### src/rtl/dodgeball_pkg.sv
// dodgeball_pkg: screen geometry, palette and game-state encoding shared by the dodgeball blocks
package dodgeball_pkg;
    localparam int H_ACTIVE = 640;
    localparam int V_ACTIVE = 480;
    localparam logic [7:0] COLOR_BALL   = 8'hFF;
    localparam logic [7:0] COLOR_PLAYER = 8'h1C;
    localparam logic [7:0] COLOR_FLASH  = 8'hE0;
    localparam logic [7:0] COLOR_OVER   = 8'h20;
    typedef enum logic [1:0] {PLAY, HIT_FLASH, OVER} state_t;
endpackage

### src/rtl/ball_motion.sv
// ball_motion: one-axis next position and direction with wall clamping
module ball_motion #(
    parameter int LIMIT = 640,
    parameter int SIZE  = 8,
    parameter int SPEED = 2
) (
    input  logic [11:0] pos,
    input  logic        dir,
    output logic [11:0] pos_n,
    output logic        dir_n
);
    logic [12:0] fwd;
    logic        bounce_hi;
    logic        bounce_lo;
    always_comb begin
        fwd       = {1'b0, pos} + 13'(SPEED) + 13'(SIZE);
        bounce_hi = dir && fwd >= 13'(LIMIT);
        bounce_lo = !dir && pos <= 12'(SPEED);
        pos_n     = bounce_hi ? 12'(LIMIT - SIZE) : bounce_lo ? 12'd0 :
                    dir ? pos + 12'(SPEED) : pos - 12'(SPEED);
        dir_n     = bounce_hi ? 1'b0 : bounce_lo ? 1'b1 : dir;
    end
endmodule

### src/rtl/ball_pixel_gen.sv
// ball_pixel_gen: per-frame ball motion, player collision, dodge scoring and pixel colour
module ball_pixel_gen
    import dodgeball_pkg::*;
#(
    parameter int BALL_SIZE        = 8,
    parameter int BALL_SPEED       = 2,
    parameter int BALL_X0          = 320,
    parameter int BALL_Y0          = 40,
    parameter int PLAYER_Y         = 440,
    parameter int PLAYER_W         = 32,
    parameter int PLAYER_H         = 8,
    parameter int LIVES            = 3,
    parameter int FLASH_FRAMES     = 30,
    parameter bit VSYNC_ACTIVE_LOW = 1'b1
) (
    input  logic        clk,
    input  logic        rst,
    input  logic        vsync,
    input  logic [11:0] x,
    input  logic [11:0] y,
    input  logic [11:0] player_x,
    output logic [7:0]  rgb,
    output logic [11:0] ball_x,
    output logic [11:0] ball_y,
    output logic [7:0]  score,
    output logic [1:0]  lives,
    output logic        hit,
    output logic        game_over
);
    state_t      state_q, state_d;
    logic [11:0] bx_q, bx_d, by_q, by_d, mx, my;
    logic        dx_q, dx_d, dy_q, dy_d, mdx, mdy;
    logic [7:0]  score_q, score_d, flash_q, flash_d, rgb_q, rgb_d;
    logic [1:0]  lives_q, lives_d;
    logic        hit_q, hit_d, va_q, va_d, tick_q, tick_d;
    logic        coll, floor_hit, in_ball, in_player;

    ball_motion #(.LIMIT(H_ACTIVE), .SIZE(BALL_SIZE), .SPEED(BALL_SPEED)) u_mx (
        .pos(bx_q), .dir(dx_q), .pos_n(mx), .dir_n(mdx)
    );
    ball_motion #(.LIMIT(V_ACTIVE), .SIZE(BALL_SIZE), .SPEED(BALL_SPEED)) u_my (
        .pos(by_q), .dir(dy_q), .pos_n(my), .dir_n(mdy)
    );

    always_comb begin
        va_d      = VSYNC_ACTIVE_LOW ? !vsync : vsync;
        tick_d    = va_d && !va_q;
        coll      = {1'b0, mx} < {1'b0, player_x} + 13'(PLAYER_W) &&
                    {1'b0, player_x} < {1'b0, mx} + 13'(BALL_SIZE) &&
                    {1'b0, my} < 13'(PLAYER_Y + PLAYER_H) &&
                    13'(PLAYER_Y) < {1'b0, my} + 13'(BALL_SIZE);
        floor_hit = {1'b0, my} + 13'(BALL_SIZE) >= 13'(V_ACTIVE);
        state_d   = state_q;
        bx_d      = bx_q;
        by_d      = by_q;
        dx_d      = dx_q;
        dy_d      = dy_q;
        score_d   = score_q;
        lives_d   = lives_q;
        flash_d   = flash_q;
        hit_d     = 1'b0;
        if (tick_q && state_q == PLAY) begin
            bx_d = mx;
            by_d = my;
            dx_d = mdx;
            dy_d = mdy;
            if (coll) begin
                hit_d   = 1'b1;
                lives_d = lives_q - 2'd1;
                flash_d = 8'd0;
                state_d = lives_q == 2'd1 ? OVER : HIT_FLASH;
            end else if (floor_hit) begin
                score_d = score_q == 8'hFF ? score_q : score_q + 8'd1;
                bx_d    = 12'(BALL_X0);
                by_d    = 12'(BALL_Y0);
                dx_d    = 1'b1;
                dy_d    = 1'b1;
            end
        end else if (tick_q && state_q == HIT_FLASH) begin
            flash_d = flash_q + 8'd1;
            if (flash_d == 8'(FLASH_FRAMES)) begin
                state_d = PLAY;
                bx_d    = 12'(BALL_X0);
                by_d    = 12'(BALL_Y0);
                dx_d    = 1'b1;
                dy_d    = 1'b1;
            end
        end
        in_ball   = x >= bx_q && {1'b0, x} < {1'b0, bx_q} + 13'(BALL_SIZE) &&
                    y >= by_q && {1'b0, y} < {1'b0, by_q} + 13'(BALL_SIZE);
        in_player = x >= player_x && {1'b0, x} < {1'b0, player_x} + 13'(PLAYER_W) &&
                    y >= 12'(PLAYER_Y) && y < 12'(PLAYER_Y + PLAYER_H);
        rgb_d     = (x >= 12'(H_ACTIVE) || y >= 12'(V_ACTIVE)) ? 8'h00 :
                    in_ball ? COLOR_BALL : in_player ? COLOR_PLAYER :
                    state_q == HIT_FLASH ? COLOR_FLASH : state_q == OVER ? COLOR_OVER : 8'h00;
    end

    always_ff @(posedge clk) begin
        if (rst) begin
            state_q <= PLAY;
            bx_q    <= 12'(BALL_X0);
            by_q    <= 12'(BALL_Y0);
            dx_q    <= 1'b1;
            dy_q    <= 1'b1;
            score_q <= 8'd0;
            lives_q <= 2'(LIVES);
            flash_q <= 8'd0;
            hit_q   <= 1'b0;
            rgb_q   <= 8'd0;
            va_q    <= 1'b1;
            tick_q  <= 1'b0;
        end else begin
            state_q <= state_d;
            bx_q    <= bx_d;
            by_q    <= by_d;
            dx_q    <= dx_d;
            dy_q    <= dy_d;
            score_q <= score_d;
            lives_q <= lives_d;
            flash_q <= flash_d;
            hit_q   <= hit_d;
            rgb_q   <= rgb_d;
            va_q    <= va_d;
            tick_q  <= tick_d;
        end
    end

    assign rgb       = rgb_q;
    assign ball_x    = bx_q;
    assign ball_y    = by_q;
    assign score     = score_q;
    assign lives     = lives_q;
    assign hit       = hit_q;
    assign game_over = state_q == OVER;
endmodule

### config.mk
export PLATFORM = sky130hd
export DESIGN_NAME = ball_pixel_gen
export DESIGN_NICKNAME = d
export VERILOG_FILES = /design/src/rtl/dodgeball_pkg.sv /design/src/rtl/ball_motion.sv /design/src/rtl/ball_pixel_gen.sv
export SDC_FILE = /design/constraint.sdc
export NUM_CORES = 1
export LEC_CHECK = 0
export CAP_MARGIN = 0
export CORE_UTILIZATION = 40
export DETAILED_ROUTE_END_ITERATION = 8
export PLACE_DENSITY = 0.64
export SLEW_MARGIN = 20
export SYNTH_ARGS = -nofsm -noshare
export SYNTH_HDL_FRONTEND = slang
export SYNTH_SLANG_ARGS = --single-unit
### constraint.sdc
create_clock -name clk -period 5.6 [get_ports clk]
set_clock_uncertainty 0.05 [all_clocks]
set_input_delay 0.84 -clock clk [delete_from_list [all_inputs] [get_ports clk]]
set_output_delay 0.84 -clock clk [all_outputs]
set_load 0.05 [all_outputs]
==> run metrics <==
drt pass-1 iters=5; PwrDens=126 nW/um2; RSZ-0062 raised after global routing=false; critical path's most frequent cell=ha_1; asr flop ratio synth=0; Post-Synth Adder-Cell Area=0.219; max_slew headroom=0.340; Compound-Gate Fraction of Synth Area=0.211; footprint of the multi-input gates=4410 um2; crit share post-route=0.924; CP Capture Type=flop; die area=15000 um2; dpl hpwl=13.5 mm; Resized cells post-CTS=0; most frequent cells in the layout=ha_1, clkdlybuf4s50_1, inv_1; VDD IR max=118 uV; XOR/XNOR share of the synthesized area=0.0873; min cycle time layout=5.18 ns; I/O Buffers=82; share of cells above drive strength 1=0.0478; Simple-Gate Fraction of Synth Area=0.225; HP Class=flop to flop; syn_nets=876; WL per Instance=17.4 um; Post-DRT Antenna Nets=0; Ys Warns=0; global-route wire length before repair=27.3 mm; Clock Sinks=53; CTS Hold Bufs=0; clock latency on the worst-skew pair=0.30 ns; CP Launch Type=flop; Inserted Diodes=0; synth unique cells=74; Cell Chain, Critical Path=inv_1, ha_1, a21o_1, o41a_1, a32oi_1, and2_1, o21ai_0, ha_1, nand2_1, nor3_2, nand3_1, xnor2_1, ha_1, a2111oi_0, o211ai_1, a21oi_1, a311oi_2, nor4_4, and2b_4, nor2_2, o311a_1; io pins=83; top_reg_cell synth=dfxtp_1; FF+latch count, synth=53; htree depth=2; mux share of post-synthesis cell area=0.0108; Worst EP arrival=5.32 ns; vias in the first global route=5465; Setup TNS=0 ns; row cnt=43; fmax=193 MHz; commonest non-fill, non-tap cell in the layout=ha_1; root buffer cell=clkbuf_16; Max Buffers Root-to-Sink=2; initial antenna violation count=0; post-CTS setup buffer count=0; Critical-path top delay cell=dfxtp_2; Final Max Slew Viols=0; largest family of logic cells by synthesized area=simple AND/OR/NAND/NOR gates; Setup-failing EPs final=0; status=finished clean; Critical Path RT=5.75 ns; grt total ovfl=0; number of synthesized flops with an enable pin=0; syn_area_per_cell=7.91 um2; P_leak=2.82 nW; global placement routability congestion=0.990; FILL cells=1360; maxcap violations=0; Worst-path clk slew=0.08 ns; via count=5730; die width=123 um; initial core utilization=0.414; Syn Std Cell Area=5820 um2; 1st-iter DRT viols=398; flip-flop and latch area=1060 um2; post-synthesis sequential area ratio=0.182; Die Ht=123 um; pin count of the biggest net entering global routing=24; crit path max fanout=11; cts bufs inserted=5; nets=935; DRT Wirelength=17.0 mm; core area=14000 um2; gr usage total=0.229; Critical Path Max Stage Delay=0.45 ns; DR vias/cell=5.88; Mapped Cells=735; CTS tree=yes; Worst Max-Slew Pin Slew=0.987 ns; total power=0.000868 W; P&R area growth vs syn=18.7%; DRC violations left=0; CP Class=flop to flop; final hold violations=0
## worst max-delay path, delay by kind of cell, from the launching register on
kind | cells | cell delay [ns]
AOI/OAI and AO/OA | 9 | 2.32
and+or+nand+nor | 7 | 1.29
adders and majority gates | 3 | 0.74
DFF | 1 | 0.45
buffers and inverters | 1 | 0.15
xor gates and xnor gates | 1 | 0.08
## metrics by stage
step / utilization / hold slack [ns] / setup WS (ns) / cell area, um2 / std cells
4_1_cts: 0.490 / 0.347 / 0.0449 / 6880 / 975
5_1_grt: 0.492 / 0.357 / 0.00649 / 6910 / 975
3_3_place_gp: 0.479 / 0.330 / 0.500 / 6720 / 967
2_1_floorplan: - / 0.323 / 0.405 / 5820 / 735
6_report: 0.492 / 0.342 / 0.424 / 6910 / 975
3_5_place_dp: 0.479 / 0.336 / 0.0695 / 6720 / 967
## path summary, 6_finish.rpt
check,startpoint,to,slack (ns),cells after the start
worst max-delay path,ball_x[3],flash_q[6],0.42,21
worst min-delay path,va_q,tick_q,0.34,1
worst max register to register,ball_x[3],flash_q[6],0.42,21
worst min register to register,va_q,tick_q,0.34,1
## logic make-up after synthesis
family          Yosys count
buf+inv                  90
simple gates            241
flops                    53
xor+xnor                 58
compound gates          185
fa+ha+maj               102
mux                       6
## flip-flops by register name, indices dropped and copies added, names as in the netlist
signal and cells:
ball_x 12, rgb 4, dy_q 1, lives 2, hit 1, dx_q 1
score 8, flash_q 8, state_q 2, va_q 1, tick_q 1, ball_y 12
## report_power, final
| group | leakage (nW) | switching [W] | total [W] | internal (W) |
|---|---|---|---|---|
| Clock | 0.0767 | 0.000156 | 0.000328 | 0.000171 |
| Combinational | 2.31 | 0.0000840 | 0.000160 | 0.0000759 |
| Sequential | 0.429 | 0.00000201 | 0.000380 | 0.000378 |
## cell type report
class	instances	area share
inverter	59	0.0321
timing repair buffer	83	0.120
clock buffer	5	0.0181
multi-input combinational	592	0.638
sequential	53	0.154
tap	180	0.0326
clock inverter	3	0.00489
## metal layers
layer	global-route usage	vias up	routed length [um]
met5	0	-	0
met4	0.0686	0	359
met3	0.0372	31	1130
met2	0.367	196	7580
met1	0.312	2694	7900
li1	-	2809	-
## Yosys cell counts (9+ instances only)
cell type	number	area [um2]
nor3_1	20	100
dfxtp_1	53	1060
o21ai_0	39	195
nand2_1	45	169
o211ai_1	12	90.1
nor4_1	9	56.3
nand3_1	33	165
nor2_1	38	143
xor2_1	14	123
nor2b_1	9	56.3
o22ai_1	10	62.6
clkbuf_1	24	90.1
ha_1	102	1280
a21o_1	18	135
inv_1	57	214
nand2b_1	10	62.6
and3_1	10	62.6
a21oi_1	45	225
nand4_1	21	131
xnor2_1	44	385
Note: power is estimated with default switching activity, not from simulation.
